==> src/rtl/muldiv_seq_cu.sv <==
// RV32M sequential multiply/divide control-and-execute unit.
// Decodes M-type instructions, runs a one-bit-per-cycle shift-add multiplier
// or restoring divider on operand magnitudes, applies sign fix-up in a final
// cycle and returns a registered result with a one-cycle done pulse.
module muldiv_seq_cu #(
  parameter int unsigned XLEN      = 32,
  parameter bit          EARLY_OUT = 1'b1
) (
  input  logic            clk,
  input  logic            rst_n,
  input  logic            valid_i,
  input  logic            flush_i,
  input  logic [6:0]      opcode_i,
  input  logic [2:0]      func3_i,
  input  logic [6:0]      func7_i,
  input  logic [XLEN-1:0] rs1_i,
  input  logic [XLEN-1:0] rs2_i,
  output logic            is_m_o,
  output logic            stall_o,
  output logic            busy_o,
  output logic            done_o,
  output logic [XLEN-1:0] result_o
);

  localparam int unsigned     CW      = $clog2(XLEN + 1);
  localparam logic [CW-1:0]   LAST    = CW'(XLEN - 1);
  localparam logic [XLEN-1:0] MIN_NEG = {1'b1, {(XLEN-1){1'b0}}};

  typedef enum logic [1:0] {
    S_IDLE = 2'd0,
    S_BUSY = 2'd1,
    S_FIX  = 2'd2,
    S_DONE = 2'd3
  } state_t;

  state_t state, state_nxt;

  logic [CW-1:0]     cnt;
  logic [2:0]        f3_q;
  logic              a_neg_q, b_neg_q, dz_q, ovf_q;
  logic [XLEN-1:0]   rs1_q;
  logic [XLEN-1:0]   opb_q;
  // Shared iteration register: {product hi, multiplier/product lo} for
  // multiply, {partial remainder, dividend/quotient} for divide.
  logic [2*XLEN-1:0] acc_q;

  logic              accept;
  logic              a_signed, b_signed, a_neg, b_neg;
  logic [XLEN-1:0]   a_mag, b_mag;
  logic              dz_in, ovf_in, special_in;
  logic [XLEN-1:0]   spec_res;

  logic [XLEN:0]     mul_sum;
  logic [2*XLEN-1:0] mul_next;
  logic [XLEN:0]     div_shift, div_trial;
  logic              div_ge;
  logic [2*XLEN-1:0] div_next;

  logic [2*XLEN-1:0] prod_s;
  logic [XLEN-1:0]   quo_s, rem_s;
  logic [XLEN-1:0]   fix_res;

  assign is_m_o  = (opcode_i == 7'b0110011) && (func7_i == 7'b0000001);
  assign accept  = (state == S_IDLE) && valid_i && is_m_o && !flush_i;
  assign stall_o = valid_i && is_m_o && !flush_i && (state != S_DONE);
  assign busy_o  = (state != S_IDLE);
  assign done_o  = (state == S_DONE);

  // Operand sign/magnitude decode and special-case detection for the accept cycle
  always_comb begin
    a_signed   = (func3_i == 3'b001) || (func3_i == 3'b010) ||
                 (func3_i == 3'b100) || (func3_i == 3'b110);
    b_signed   = (func3_i == 3'b001) || (func3_i == 3'b100) || (func3_i == 3'b110);
    a_neg      = a_signed && rs1_i[XLEN-1];
    b_neg      = b_signed && rs2_i[XLEN-1];
    a_mag      = a_neg ? ('0 - rs1_i) : rs1_i;
    b_mag      = b_neg ? ('0 - rs2_i) : rs2_i;
    dz_in      = func3_i[2] && (rs2_i == '0);
    ovf_in     = func3_i[2] && !func3_i[0] && (rs1_i == MIN_NEG) && (rs2_i == '1);
    special_in = dz_in || ovf_in;
    spec_res   = '0;
    if (dz_in) spec_res = func3_i[1] ? rs1_i : '1;
    else       spec_res = func3_i[1] ? '0 : MIN_NEG;
  end

  // One iteration step of the unsigned multiply and restoring divide cores
  always_comb begin
    mul_sum   = {1'b0, acc_q[2*XLEN-1:XLEN]} + (acc_q[0] ? {1'b0, opb_q} : '0);
    mul_next  = {mul_sum, acc_q[XLEN-1:1]};
    div_shift = acc_q[2*XLEN-1:XLEN-1];
    div_trial = div_shift - {1'b0, opb_q};
    div_ge    = !div_trial[XLEN];
    div_next  = {(div_ge ? div_trial[XLEN-1:0] : div_shift[XLEN-1:0]),
                 acc_q[XLEN-2:0], div_ge};
  end

  // Sign fix-up, special-case override and result selection for the FIX cycle
  always_comb begin
    prod_s  = (a_neg_q ^ b_neg_q) ? ('0 - acc_q) : acc_q;
    quo_s   = (a_neg_q ^ b_neg_q) ? ('0 - acc_q[XLEN-1:0]) : acc_q[XLEN-1:0];
    rem_s   = a_neg_q ? ('0 - acc_q[2*XLEN-1:XLEN]) : acc_q[2*XLEN-1:XLEN];
    fix_res = '0;
    case (f3_q)
      3'b000:                 fix_res = prod_s[XLEN-1:0];
      3'b001, 3'b010, 3'b011: fix_res = prod_s[2*XLEN-1:XLEN];
      3'b100, 3'b101: begin
        if (dz_q)       fix_res = '1;
        else if (ovf_q) fix_res = MIN_NEG;
        else            fix_res = quo_s;
      end
      default: begin
        if (dz_q)       fix_res = rs1_q;
        else if (ovf_q) fix_res = '0;
        else            fix_res = rem_s;
      end
    endcase
  end

  // State register
  always_ff @(posedge clk or negedge rst_n) begin
    if (!rst_n) state <= S_IDLE;
    else        state <= state_nxt;
  end

  // Next-state logic; flush returns to IDLE from any state
  always_comb begin
    state_nxt = state;
    if (flush_i) begin
      state_nxt = S_IDLE;
    end else begin
      case (state)
        S_IDLE: if (accept) state_nxt = (EARLY_OUT && special_in) ? S_DONE : S_BUSY;
        S_BUSY: if (cnt == LAST) state_nxt = S_FIX;
        S_FIX:  state_nxt = S_DONE;
        S_DONE: state_nxt = S_IDLE;
        default: state_nxt = S_IDLE;
      endcase
    end
  end

  // Operand latch, iteration datapath, counter and result register
  always_ff @(posedge clk or negedge rst_n) begin
    if (!rst_n) begin
      cnt      <= '0;
      f3_q     <= '0;
      a_neg_q  <= 1'b0;
      b_neg_q  <= 1'b0;
      dz_q     <= 1'b0;
      ovf_q    <= 1'b0;
      rs1_q    <= '0;
      opb_q    <= '0;
      acc_q    <= '0;
      result_o <= '0;
    end else if (flush_i) begin
      cnt <= '0;
    end else begin
      case (state)
        S_IDLE: begin
          if (accept) begin
            cnt     <= '0;
            f3_q    <= func3_i;
            a_neg_q <= a_neg;
            b_neg_q <= b_neg;
            dz_q    <= dz_in;
            ovf_q   <= ovf_in;
            rs1_q   <= rs1_i;
            opb_q   <= b_mag;
            // Multiply and divide both start from {0, |rs1|}.
            acc_q   <= {{XLEN{1'b0}}, a_mag};
            if (EARLY_OUT && special_in) result_o <= spec_res;
          end
        end
        S_BUSY: begin
          acc_q <= f3_q[2] ? div_next : mul_next;
          cnt   <= cnt + 1'b1;
        end
        S_FIX: begin
          result_o <= fix_res;
          cnt      <= '0;
        end
        default: ;
      endcase
    end
  end

endmodule
==> config.mk <==
export PLATFORM = sky130hd
export DESIGN_NAME = muldiv_seq_cu
export DESIGN_NICKNAME = d
export VERILOG_FILES = /design/src/rtl/muldiv_seq_cu.sv
export SDC_FILE = /design/constraint.sdc
export NUM_CORES = 1
export LEC_CHECK = 0
export CORE_MARGIN = 1
export CORE_UTILIZATION = 50
export CTS_CLUSTER_SIZE = 40
export DETAILED_ROUTE_END_ITERATION = 12
export PLACE_DENSITY_LB_ADDON = 0.1
export RECOVER_POWER = 50
export SYNTH_ARGS = -nofsm -noshare
export SYNTH_HDL_FRONTEND = slang
export SYNTH_SLANG_ARGS = --single-unit
export TNS_END_PERCENT = 100
==> constraint.sdc <==
create_clock -name clk -period 10.63 [get_ports clk]
set_input_delay 3.189 -clock clk [delete_from_list [all_inputs] [get_ports clk]]
set_output_delay 3.189 -clock clk [all_outputs]
set_load 0.01 [all_outputs]
==> flow_summary.yaml <==
yosys:
  ys_seq_area_share_pct: 27.1
  synth_seq_cells: 175
  synth_edf_count: 0
  ys_warn_count: 0
  syn_area_sq_um: 16200
  synthFlopType: "dfrtp_1"
  syn-instance-count: 2133
  yosys.area.top_type: "dfrtp_1"
  synth_area_leaders: "dfrtp_1, nand2_1, o21ai_0"
  postSynth.asyncResetShare_pct: 100
  synth_top_area_share_pct: 27.1
  syn_nets: 2294
  avgSynthCellArea_sq_um: 7.58
  synth.distinct_cells: 78
floorplanning:
  initial_utilization_pct: 51.0
  core_area_sq_um: 31700
  io-pin-count: 121
  die_w_microns: 182
  die-area_sq_um: 33000
  die_y_microns: 182
  rows: 65
clocking:
  clk_latency_ns: 0.46
  cts_tree: "done"
  cts_resized: 0
  path_clk_slew_ns: 0.07
  ctsRootBufferMaster: "clkbuf_16"
  numClockSinks: 175
  ctsHoldBuffers: 0
  numCtsBuffers: 17
  cts_setup_buffers: 0
  h-tree-depth: 4
  clock_path_buffers: 2
timing:
  fmax_mhz: 111
  setup_viol: 0
  rsz0062_at_grt: "no"
  slew_headroom_pct: -136
  final.period_utilization_pct: 84.5
  final_max_slew_viol_count: 114
  tns_ns: 0
  skew_ns: 0.0146
  period_minus_slack_ns: 8.98
  tightest_slew_ns: 3.54
  hold_viol: 0
drt:
  viasPerCell: 6.47
  dr_wl_met3_microns: 3770
  route.vias.total: 16600
  top_layer: "met4"
  routed_wl_microns: 61500
  drcViolationCount: 0
  drt_iter0_drc: 1447
  route.met2.wl_microns: 28500
  ant_nets: 0
  dr.pass1.iters: 5
  routedWlPerCell_microns: 24.0
  m1WireLength_microns: 24400
cells_and_area:
  fin_nets: 2306
  drive_above_1_share_pct: 4.77
  final_common_cell: "nand2_1"
  fill_cells: 2983
  final_cell_mix: "nand2_1, o21ai_0, dfrtp_1, nor2_1, xnor2_1"
  area_growth_pct: 11.8
  n_antenna_cell: 0
setup_path:
  worstPathArrival_ns: 5.79
  r2r_setup_slack_ns: 5.97
  critPathKind: "primary input to output port"
  regToRegStartpoint: "acc_q[0]$_DFFE_PN0P_"
  crit_end: "stall_o"
  startpoint: "opcode_i[3]"
  end_kind: "output port"
  start_kind: "primary input"
  reg2reg_depth: 13
  r2r_end: "acc_q[63]$_DFFE_PN0P_"
  crit_fanout: 4
  required_ns: 7.44
outcome:
  violations: "capacitance limit, slew limit"
  status: "finished, violations left"
pwr:
  max-vdd-ir-drop_mv: 0.140
  power_density_nw_per_um2: 161
  total_power_mw: 2.90
  leakage_nw: 7.50
global_route:
  grt_pass1_vias: 15500
  track_usage_pct: 37.3
  grt_pass1_wl_microns: 93600
  grt_overflow: 0
  grt_antenna_before_repair: 0
  grt_max_degree: 102
worst_hold_path:
  hold_path_class: "flop to flop"
place:
  place_congestion: 1.03
  hpwl_microns: 46100
  portBuffers: 120
job:
  drv_cap: 2
-- synthesized netlist by cell type, drive strengths merged, types with 6 or more instances --
cell type and count:
xor2 68, a22oi 17, dfrtp 175, and2 8
o211ai 21, clkbuf 135, o31ai 32, xnor2 134
a21o 25, o221ai 9, mux2i 36, a21boi 6
o41ai 12, buf 17, or3 20, nor2b 15
a211oi 14, and3 11, nand3 44, a31oi 26
nor2 142, ha 74, o31a 28, inv 69
or2 10, nor3 40, a21oi 117, nand4 27
o21ai 270, mux2 6, or4 18, a221oi 43
nor4 23, o21a 9, nand2b 24, nand2 334
a32oi 8
-- worst min-delay path by stage --
stage / start / to / slack [ns] / cells past startpoint
floorplan: cnt[5]$_DFFE_PN0P_ / cnt[5]$_DFFE_PN0P_ / 0.45 / 1
global placement: rs1_q[25]$_DFFE_PN0P_ / rs1_q[25]$_DFFE_PN0P_ / 0.46 / 2
detailed placement: rs1_q[29]$_DFFE_PN0P_ / rs1_q[29]$_DFFE_PN0P_ / 0.46 / 2
CTS: rs1_q[29]$_DFFE_PN0P_ / rs1_q[29]$_DFFE_PN0P_ / 0.49 / 2
global route: rs1_q[23]$_DFFE_PN0P_ / rs1_q[23]$_DFFE_PN0P_ / 0.50 / 2
finish: result_o[5]$_DFFE_PN0P_ / result_o[5]$_DFFE_PN0P_ / 0.48 / 2
-- worst max-delay path: stages --
cell and delay (ns):
clkdlybuf4s50_1 0.41, or4b_2 0.68, nor4_2 0.50, and2_1 0.26, nor3b_1 0.19, clkdlybuf4s50_1 0.56
-- cell type report --
| cell class | instances | area, sq um | share of cell area [%] |
|---|---|---|---|
| clock buffer | 21 | 450 | 2.49 |
| clock inverter | 11 | 106 | 0.588 |
| multi-input combinational | 1737 | 11000 | 60.8 |
| timing repair buffer | 145 | 1380 | 7.63 |
| tap | 402 | 503 | 2.78 |
| sequential | 175 | 4380 | 24.2 |
| inverter | 69 | 259 | 1.43 |
-- report_power, final --
part	switching [mW]	total [mW]	internal, mW
Combinational	0.793	1.31	0.518
Sequential	0.186	0.960	0.774
Clock	0.302	0.634	0.332
-- flip-flops by register name, indices dropped and copies added (netlist names) --
signal and flops:
cnt 6, rs1_q 32, dz_q 1, opb_q 32, result_o 32, ovf_q 1, f3_q 3, acc_q 64
a_neg_q 1, state 2, b_neg_q 1
-- metrics by stage --
stage | std cells | setup WS [ns] | instance area [sq um] | utilization [%] | hold WS (ns)
final | 2560 | 1.65 | 18100 | 57.0 | 0.480
after CTS | 2560 | 1.64 | 18100 | 57.0 | 0.485
after global routing | 2560 | 1.42 | 18100 | 57.0 | 0.504
after detailed placement | 2528 | 1.64 | 17500 | 55.3 | 0.465
after floorplan | 2133 | 2.56 | 16200 | - | 0.446
after global placement | 2528 | 1.71 | 17500 | 55.3 | 0.458
-- kinds of logic after synthesis --
family	count (synthesis)	share of synthesized area, %
mux	42	2.65
simple gates	734	21.2
xor+xnor	202	10.9
flops	175	27.1
buf+inv	221	5.32
fa+ha+maj	76	5.98
compound gates	683	26.8
-- per-layer routing --
layer / up-vias / global-route usage (%)
met5: - / 0
met4: 0 / 27.0
met3: 175 / 6.00
met2: 724 / 60.2
met1: 7951 / 45.4
li1: 7724 / -
No activity file was read; power rests on OpenSTA's default activity.
